### config.mk
export PLATFORM = sky130hd
export DESIGN_NAME = per_uart_tx_flat
export DESIGN_NICKNAME = d
export VERILOG_FILES = /design/src/rtl/per_uart_tx_if.sv /design/src/rtl/per_uart_tx.sv /design/src/flat_wrapper.sv
export SDC_FILE = /design/constraint.sdc
export NUM_CORES = 1
export LEC_CHECK = 0
export ABC_AREA = 1
export BUFFER_PORTS_ARGS = -buffer_cell sky130_fd_sc_hd__buf_2
export CAP_MARGIN = 20
export CORE_ASPECT_RATIO = 1.4
export CORE_MARGIN = 2
export CORE_UTILIZATION = 60
export CTS_CLUSTER_DIAMETER = 40
export DETAILED_ROUTE_END_ITERATION = 8
export PLACE_DENSITY = 0.8
export SLEW_MARGIN = 10
export SYNTH_ARGS = -nofsm -noshare
export SYNTH_HDL_FRONTEND = slang
export SYNTH_SLANG_ARGS = --single-unit
### constraint.sdc
create_clock -name mclk -period 3.35 [get_ports mclk]
set_input_delay 0.1675 -clock mclk [delete_from_list [all_inputs] [get_ports mclk]]
set_output_delay 0.1675 -clock mclk [all_outputs]
set_load 0.05 [all_outputs]
### src/rtl/per_uart_tx_if.sv
// openMSP430 peripheral bus: CPU-side strobes and data toward a peripheral, read data back.
interface per_uart_tx_if;
    logic        per_en;
    logic [1:0]  per_we;
    logic [13:0] per_addr;
    logic [15:0] per_din;
    logic [15:0] per_dout;

    modport master (
        output per_en,
        output per_we,
        output per_addr,
        output per_din,
        input  per_dout
    );

    modport slave (
        input  per_en,
        input  per_we,
        input  per_addr,
        input  per_din,
        output per_dout
    );
endinterface

### src/rtl/per_uart_tx.sv
// Transmit-only 8N1 UART on the openMSP430 peripheral bus: CPU pushes bytes into a
// small FIFO and a serializer shifts them out LSB-first at BAUD+1 mclk cycles per bit.
module per_uart_tx #(
    parameter logic [13:0] BASE_ADDR = 14'h0040,
    parameter int unsigned DEPTH     = 8,
    parameter logic [15:0] BAUD_RST  = 16'd7
) (
    input  logic            mclk,
    input  logic            puc_rst,
    per_uart_tx_if.slave    bus,
    output logic            uart_txd,
    output logic            irq_tx_empty
);

    localparam int unsigned AW = (DEPTH > 1) ? $clog2(DEPTH) : 1;
    localparam int unsigned LW = AW + 1;

    localparam logic [1:0] OFF_CTRL   = 2'd0;
    localparam logic [1:0] OFF_STATUS = 2'd1;
    localparam logic [1:0] OFF_TXDATA = 2'd2;
    localparam logic [1:0] OFF_BAUD   = 2'd3;

    typedef enum logic [1:0] {
        IDLE  = 2'd0,
        START = 2'd1,
        DATA  = 2'd2,
        STOP  = 2'd3
    } state_t;

    // Register decode
    logic       sel;
    logic [1:0] reg_off;
    logic       wr_ctrl_lo;
    logic       wr_stat_hi;
    logic       wr_baud_lo;
    logic       wr_baud_hi;
    logic       push_req;

    assign sel        = bus.per_en && (bus.per_addr[13:2] == BASE_ADDR[13:2]);
    assign reg_off    = bus.per_addr[1:0];
    assign wr_ctrl_lo = sel && (reg_off == OFF_CTRL)   && bus.per_we[0];
    assign wr_stat_hi = sel && (reg_off == OFF_STATUS) && bus.per_we[1];
    assign push_req   = sel && (reg_off == OFF_TXDATA) && bus.per_we[0];
    assign wr_baud_lo = sel && (reg_off == OFF_BAUD)   && bus.per_we[0];
    assign wr_baud_hi = sel && (reg_off == OFF_BAUD)   && bus.per_we[1];

    // Control / baud registers
    logic        ctrl_en;
    logic        ctrl_irq_en;
    logic        ctrl_irq_en_next;
    logic [15:0] baud;
    logic        ovf;

    assign ctrl_irq_en_next = wr_ctrl_lo ? bus.per_din[1] : ctrl_irq_en;

    always_ff @(posedge mclk or posedge puc_rst) begin
        if (puc_rst) begin
            ctrl_en     <= 1'b0;
            ctrl_irq_en <= 1'b0;
            baud        <= BAUD_RST;
        end else begin
            if (wr_ctrl_lo) begin
                ctrl_en     <= bus.per_din[0];
                ctrl_irq_en <= bus.per_din[1];
            end
            if (wr_baud_lo) baud[7:0]  <= bus.per_din[7:0];
            if (wr_baud_hi) baud[15:8] <= bus.per_din[15:8];
        end
    end

    // FIFO
    logic [7:0]    mem [DEPTH];
    logic [AW-1:0] wr_ptr;
    logic [AW-1:0] rd_ptr;
    logic [LW-1:0] level;
    logic [LW-1:0] level_next;
    logic          fifo_full;
    logic          fifo_empty;
    logic          pop;
    logic          push_ok;

    assign fifo_full  = (level == LW'(DEPTH));
    assign fifo_empty = (level == '0);
    assign push_ok    = push_req && (!fifo_full || pop);

    always_comb begin
        level_next = level;
        if (push_ok && !pop)      level_next = level + LW'(1);
        else if (pop && !push_ok) level_next = level - LW'(1);
    end

    always_ff @(posedge mclk) begin
        if (push_ok) mem[wr_ptr] <= bus.per_din[7:0];
    end

    always_ff @(posedge mclk or posedge puc_rst) begin
        if (puc_rst) begin
            wr_ptr <= '0;
            rd_ptr <= '0;
            level  <= '0;
        end else begin
            if (push_ok) wr_ptr <= wr_ptr + AW'(1);
            if (pop)     rd_ptr <= rd_ptr + AW'(1);
            level <= level_next;
        end
    end

    // Overflow flag: a dropped byte wins over a same-cycle clear
    always_ff @(posedge mclk or posedge puc_rst) begin
        if (puc_rst) begin
            ovf <= 1'b0;
        end else if (push_req && !push_ok) begin
            ovf <= 1'b1;
        end else if (wr_stat_hi && bus.per_din[8]) begin
            ovf <= 1'b0;
        end
    end

    // Serializer state register
    state_t      state;
    state_t      state_next;
    logic [15:0] baud_cnt;
    logic [15:0] baud_cnt_next;
    logic [15:0] bit_len;
    logic [15:0] bit_len_next;
    logic [2:0]  bit_idx;
    logic [2:0]  bit_idx_next;
    logic [7:0]  shift;
    logic [7:0]  shift_next;
    logic        bit_end;

    always_ff @(posedge mclk or posedge puc_rst) begin
        if (puc_rst) begin
            state    <= IDLE;
            baud_cnt <= '0;
            bit_len  <= '0;
            bit_idx  <= '0;
            shift    <= '0;
        end else begin
            state    <= state_next;
            baud_cnt <= baud_cnt_next;
            bit_len  <= bit_len_next;
            bit_idx  <= bit_idx_next;
            shift    <= shift_next;
        end
    end

    // bit_len latches BAUD at each bit start so a mid-bit write applies from the next bit
    assign bit_end = (baud_cnt == bit_len);

    always_comb begin
        state_next    = state;
        baud_cnt_next = baud_cnt + 16'd1;
        bit_len_next  = bit_len;
        bit_idx_next  = bit_idx;
        shift_next    = shift;
        pop           = 1'b0;
        case (state)
            IDLE: begin
                baud_cnt_next = '0;
                if (ctrl_en && !fifo_empty) begin
                    pop          = 1'b1;
                    shift_next   = mem[rd_ptr];
                    bit_len_next = baud;
                    state_next   = START;
                end
            end
            START: begin
                if (bit_end) begin
                    baud_cnt_next = '0;
                    bit_len_next  = baud;
                    bit_idx_next  = '0;
                    state_next    = DATA;
                end
            end
            DATA: begin
                if (bit_end) begin
                    baud_cnt_next = '0;
                    bit_len_next  = baud;
                    if (bit_idx == 3'd7) begin
                        state_next = STOP;
                    end else begin
                        shift_next   = shift >> 1;
                        bit_idx_next = bit_idx + 3'd1;
                    end
                end
            end
            STOP: begin
                if (bit_end) begin
                    baud_cnt_next = '0;
                    state_next    = IDLE;
                end
            end
            default: state_next = IDLE;
        endcase
    end

    // Output decode from next-state values so the registered outputs align with the state
    logic txd_next;
    logic irq_next;

    always_comb begin
        txd_next = 1'b1;
        case (state_next)
            START:   txd_next = 1'b0;
            DATA:    txd_next = shift_next[0];
            default: txd_next = 1'b1;
        endcase
        irq_next = ctrl_irq_en_next && (level_next == '0) && (state_next == IDLE);
    end

    always_ff @(posedge mclk or posedge puc_rst) begin
        if (puc_rst) begin
            uart_txd     <= 1'b1;
            irq_tx_empty <= 1'b0;
        end else begin
            uart_txd     <= txd_next;
            irq_tx_empty <= irq_next;
        end
    end

    // Combinational read mux, zero when not selected so it can be OR-combined
    logic [15:0] rdata;

    always_comb begin
        rdata = '0;
        if (sel) begin
            case (reg_off)
                OFF_CTRL:   rdata = {14'd0, ctrl_irq_en, ctrl_en};
                OFF_STATUS: rdata = {7'd0, ovf, 4'(level), 1'b0, fifo_empty, fifo_full,
                                     (state != IDLE)};
                OFF_TXDATA: rdata = '0;
                OFF_BAUD:   rdata = baud;
                default:    rdata = '0;
            endcase
        end
    end

    assign bus.per_dout = rdata;

endmodule

### src/flat_wrapper.sv
// flat-port wrapper written by rule: the top's interface ports become plain ports
module per_uart_tx_flat 
#(
    parameter logic [13:0] BASE_ADDR = 14'h0040,
    parameter int unsigned DEPTH     = 8,
    parameter logic [15:0] BAUD_RST  = 16'd7
)
  (mclk, puc_rst, uart_txd, irq_tx_empty, bus_per_en, bus_per_we, bus_per_addr, bus_per_din, bus_per_dout);
  per_uart_tx_if bus_i ();
  input  logic mclk;
  input  logic puc_rst;
  output logic uart_txd;
  output logic irq_tx_empty;
  input wire logic [$bits(bus_i.per_en)-1:0] bus_per_en;
  input wire logic [$bits(bus_i.per_we)-1:0] bus_per_we;
  input wire logic [$bits(bus_i.per_addr)-1:0] bus_per_addr;
  input wire logic [$bits(bus_i.per_din)-1:0] bus_per_din;
  output wire logic [$bits(bus_i.per_dout)-1:0] bus_per_dout;
  assign bus_i.per_en = bus_per_en;
  assign bus_i.per_we = bus_per_we;
  assign bus_i.per_addr = bus_per_addr;
  assign bus_i.per_din = bus_per_din;
  assign bus_per_dout = bus_i.per_dout;
  per_uart_tx #(.BASE_ADDR(BASE_ADDR), .DEPTH(DEPTH), .BAUD_RST(BAUD_RST)) u_core (.mclk(mclk), .puc_rst(puc_rst), .bus(bus_i), .uart_txd(uart_txd), .irq_tx_empty(irq_tx_empty));
endmodule
==> run_results.csv <==
group,metric,value,unit
floorplanning,die_w,94.0,um
cts,clock-sinks,140,
yosys,avgSynthCellArea,9.52,sq um
grt,grt_pass1_wl,24.7,mm
drt,drtPass1Iterations,5,
job,max_cap_violations,0,
yosys,yosys-top-cells-count,"nand2_1, nor2_1, inv_1",
drt,vias,5125,
yosys,syn_area,6800,sq um
sta,grt_setup_unrepaired,"false",
placement,numPortBuffers,52,
placement,hpwl,10.9,mm
cts,insertion_delay,430,ps
sta,relSlewSlack,37.7,%
cts,postCtsHoldBufs,8,
yosys,seq_area_frac_synth,56.3,%
power_and_ir_drop,ir_drop,0.615,mV
cts,tritoncts,"done",
grt,track_usage,26.8,%
cts,cts_resized,0,
setup_path,end_kind,"register",
layout,utilization,70.2,%
layout,final_nets,832,
setup_path,cp-start-kind,"register",
drt,wl_per_cell,16.1,um
grt,top_usage_layer,"met2",
layout,diodes,0,
sta,finalSetupViolCount,0,
yosys,synth_edf_count,64,
drt,drc,0,
yosys,synth.distinct_cells,44,
setup_path,worstReg2RegEnd,"u_core.mem[4][3]",
grt,use_met1,29.7,%
setup_path,path_class,"reg -> reg",
hold_path,whs_endpoint,"u_core.baud[8]",
sta,hold_viol,0,
setup_path,timing.rr.start,"u_core.level[0]",
cts,post_cts.repair.setup_buffers,0,
grt,grt_use_met3,6.06,%
setup_path,r2r_slack,1020,ps
drt,viasPerCell,5.43,
grt,grt_remaining_overflow,0,
floorplanning,dieArea,12200,sq um
floorplanning,rows,46,
cts,h-tree-depth,4,
sta,fin_crit,2330,ps
cts,cts_buffers,17,
power_and_ir_drop,p_leak,3.43,nW
yosys,synth_cells,714,
cts,clk_pin_slew_worst_paths,60,ps
sta,fin_tns_setup,0,ps
cts,clock_path_buffers,2,
yosys,synth_top_area_share,28.3,%
yosys,syn_nets,760,
yosys,yosysMostFrequentCell,"nand2_1",
setup_path,critPathArrivalTime,2470,ps
run_status,status,"complete, no violations",
sta,fin_skew,12.4,ps
placement,place_congestion,0.894,
sta,fmax,428,MHz
layout,layout-drive-gt1-share,19.3,%
power_and_ir_drop,finalPower,4.47,mW
yosys,yosys.area.top_type,"edfxtp_1",
hold_path,hold_depth,2,
drt,drt_iter0_drc,258,
grt,grt_start_max_net_pins,35,
yosys,async_flop_share,54.3,%
grt,grt_pass1_vias,5163,
floorplanning,coreArea,11200,sq um
floorplanning,io_pins,53,
power_and_ir_drop,power-per-cell-area,570,nW/um^2
grt,grt_antenna_before_repair,0,
yosys,synthTopCellsByArea,"edfxtp_1, dfrtp_1, nand2_1",
setup_path,path_max_fanout,8,
hold_path,hp-start,"bus_per_din[8]",
sta,worst_slew_pin_slew,935,ps
sta,min_period_over_period,69.7,%
yosys,yosys_warnings,0,
drt,drt-total-wl,15.2,mm
cts,root_buffer,"clkbuf_16",
floorplanning,die_h,130,um
grt,grt_util_met2,48.0,%
sta,slew_viol_final,0,
yosys,synthFlopType,"dfrtp_1",
drt,antenna_left,0,
hold_path,hold_class,"in -> reg",
setup_path,rr_worst_depth,9,
layout,syn2layout_area_growth,15.4,%
setup_path,required,3480,ps
yosys,synth-seq-cells,140,
floorplanning,initial_core_util,60.9,%
how the worst max path moves through the flow:
| stage | start | end | cells past startpoint |
|---|---|---|---|
| final | u_core.level[0] | u_core.mem[4][3] | 9 |
| after global routing | u_core.level[0] | u_core.mem[6][6] | 9 |
| after CTS | u_core.level[0] | u_core.mem[0][6] | 9 |
| after detailed placement | u_core.level[0] | u_core.mem[0][0] | 9 |
| after global placement | u_core.level[0] | u_core.mem[4][2] | 9 |
| after floorplan | u_core.level[0] | u_core.mem[0][0] | 8 |
critical path, cell delays in order (launching register included):
cell     delay, ps
dfrtp_1        390
inv_1          100
ha_1           290
nand3_2        140
nand3_4        120
nand4_1        140
nand2_1        130
or2_2          350
nor3_1         180
buf_4          210
logic make-up (layout without fill, tap and decap cells):
family / count (synthesis) / count (layout) / share of synthesized area, %
buffers and inverters: 109 / 194 / 6.64
AND/OR/NAND/NOR: 333 / 333 / 20.7
multiplexers: 26 / 26 / 4.20
adder cells (fa/ha/maj): 11 / 11 / 2.02
XOR/XNOR: 11 / 11 / 1.42
flip-flops: 140 / 140 / 56.3
AO/OA/AOI/OAI: 84 / 84 / 8.67
layer usage:
| layer | part of all wire (%) | wire length (um) | vias to the layer above |
|---|---|---|---|
| met5 | 0 | 0 | - |
| met4 | 4.2 | 637 | 0 |
| met3 | 4.8 | 730 | 38 |
| met2 | 53 | 8030 | 150 |
| met1 | 38 | 5760 | 2425 |
| li1 | - | - | 2512 |
cell type report:
class / count / area [sq um]
fillers: 832 / 3320
flip-flops and latches: 140 / 3830
clock buffers: 18 / 429
multi-input cells: 465 / 2520
inverters: 91 / 343
well taps: 144 / 180
repair buffers: 71 / 423
clock inverters: 14 / 123
cell usage in the layout (no fill, tap or decap), drive strengths merged, types with 7 or more instances in the layout:
cell type,synthesis,final
nand2,163,163
nor2,99,99
inv,90,92
dfrtp,72,72
edfxtp,64,64
buf,14,63
o21ai,41,41
nand3,39,39
clkbuf,4,18
mux2,17,17
nor3,16,16
ha,11,11
xor2,10,10
mux2i,9,9
a21oi,9,9
nand4,8,8
o211ai,8,8
o221ai,8,8
dlygate4sd3,0,8
clkinvlp,0,7
state kept, by name (all words and copies together) (netlist names):
name,flops
u_core.baud_cnt,16
u_core.level,4
u_core.bit_idx,3
u_core.bit_len,16
u_core.mem,64
u_core.wr_ptr,3
u_core.uart_txd,1
u_core.ovf,1
u_core.ctrl_en,1
u_core.rd_ptr,3
u_core.state,2
u_core.baud,16
u_core.shift,8
u_core.irq_tx_empty,1
u_core.ctrl_irq_en,1
metrics by stage:
step / cell area (sq um) / std cells / setup WS, ps / hold slack [ps]
2_1_floorplan: 6800 / 714 / 928 / 266
3_3_place_gp: 7210 / 903 / 1130 / 190
3_5_place_dp: 7210 / 903 / 1050 / 192
4_1_cts: 7840 / 943 / 1020 / 3.77
5_1_grt: 7840 / 943 / 829 / 16.6
6_report: 7840 / 943 / 1020 / 22.8
power breakdown:
group / leakage (nW) / internal [mW] / switching [mW]
clock network: 0.248 / 1.02 / 0.729
registers: 1.59 / 1.86 / 0.0416
logic: 1.59 / 0.223 / 0.597
(Power assumes the default switching activity.)
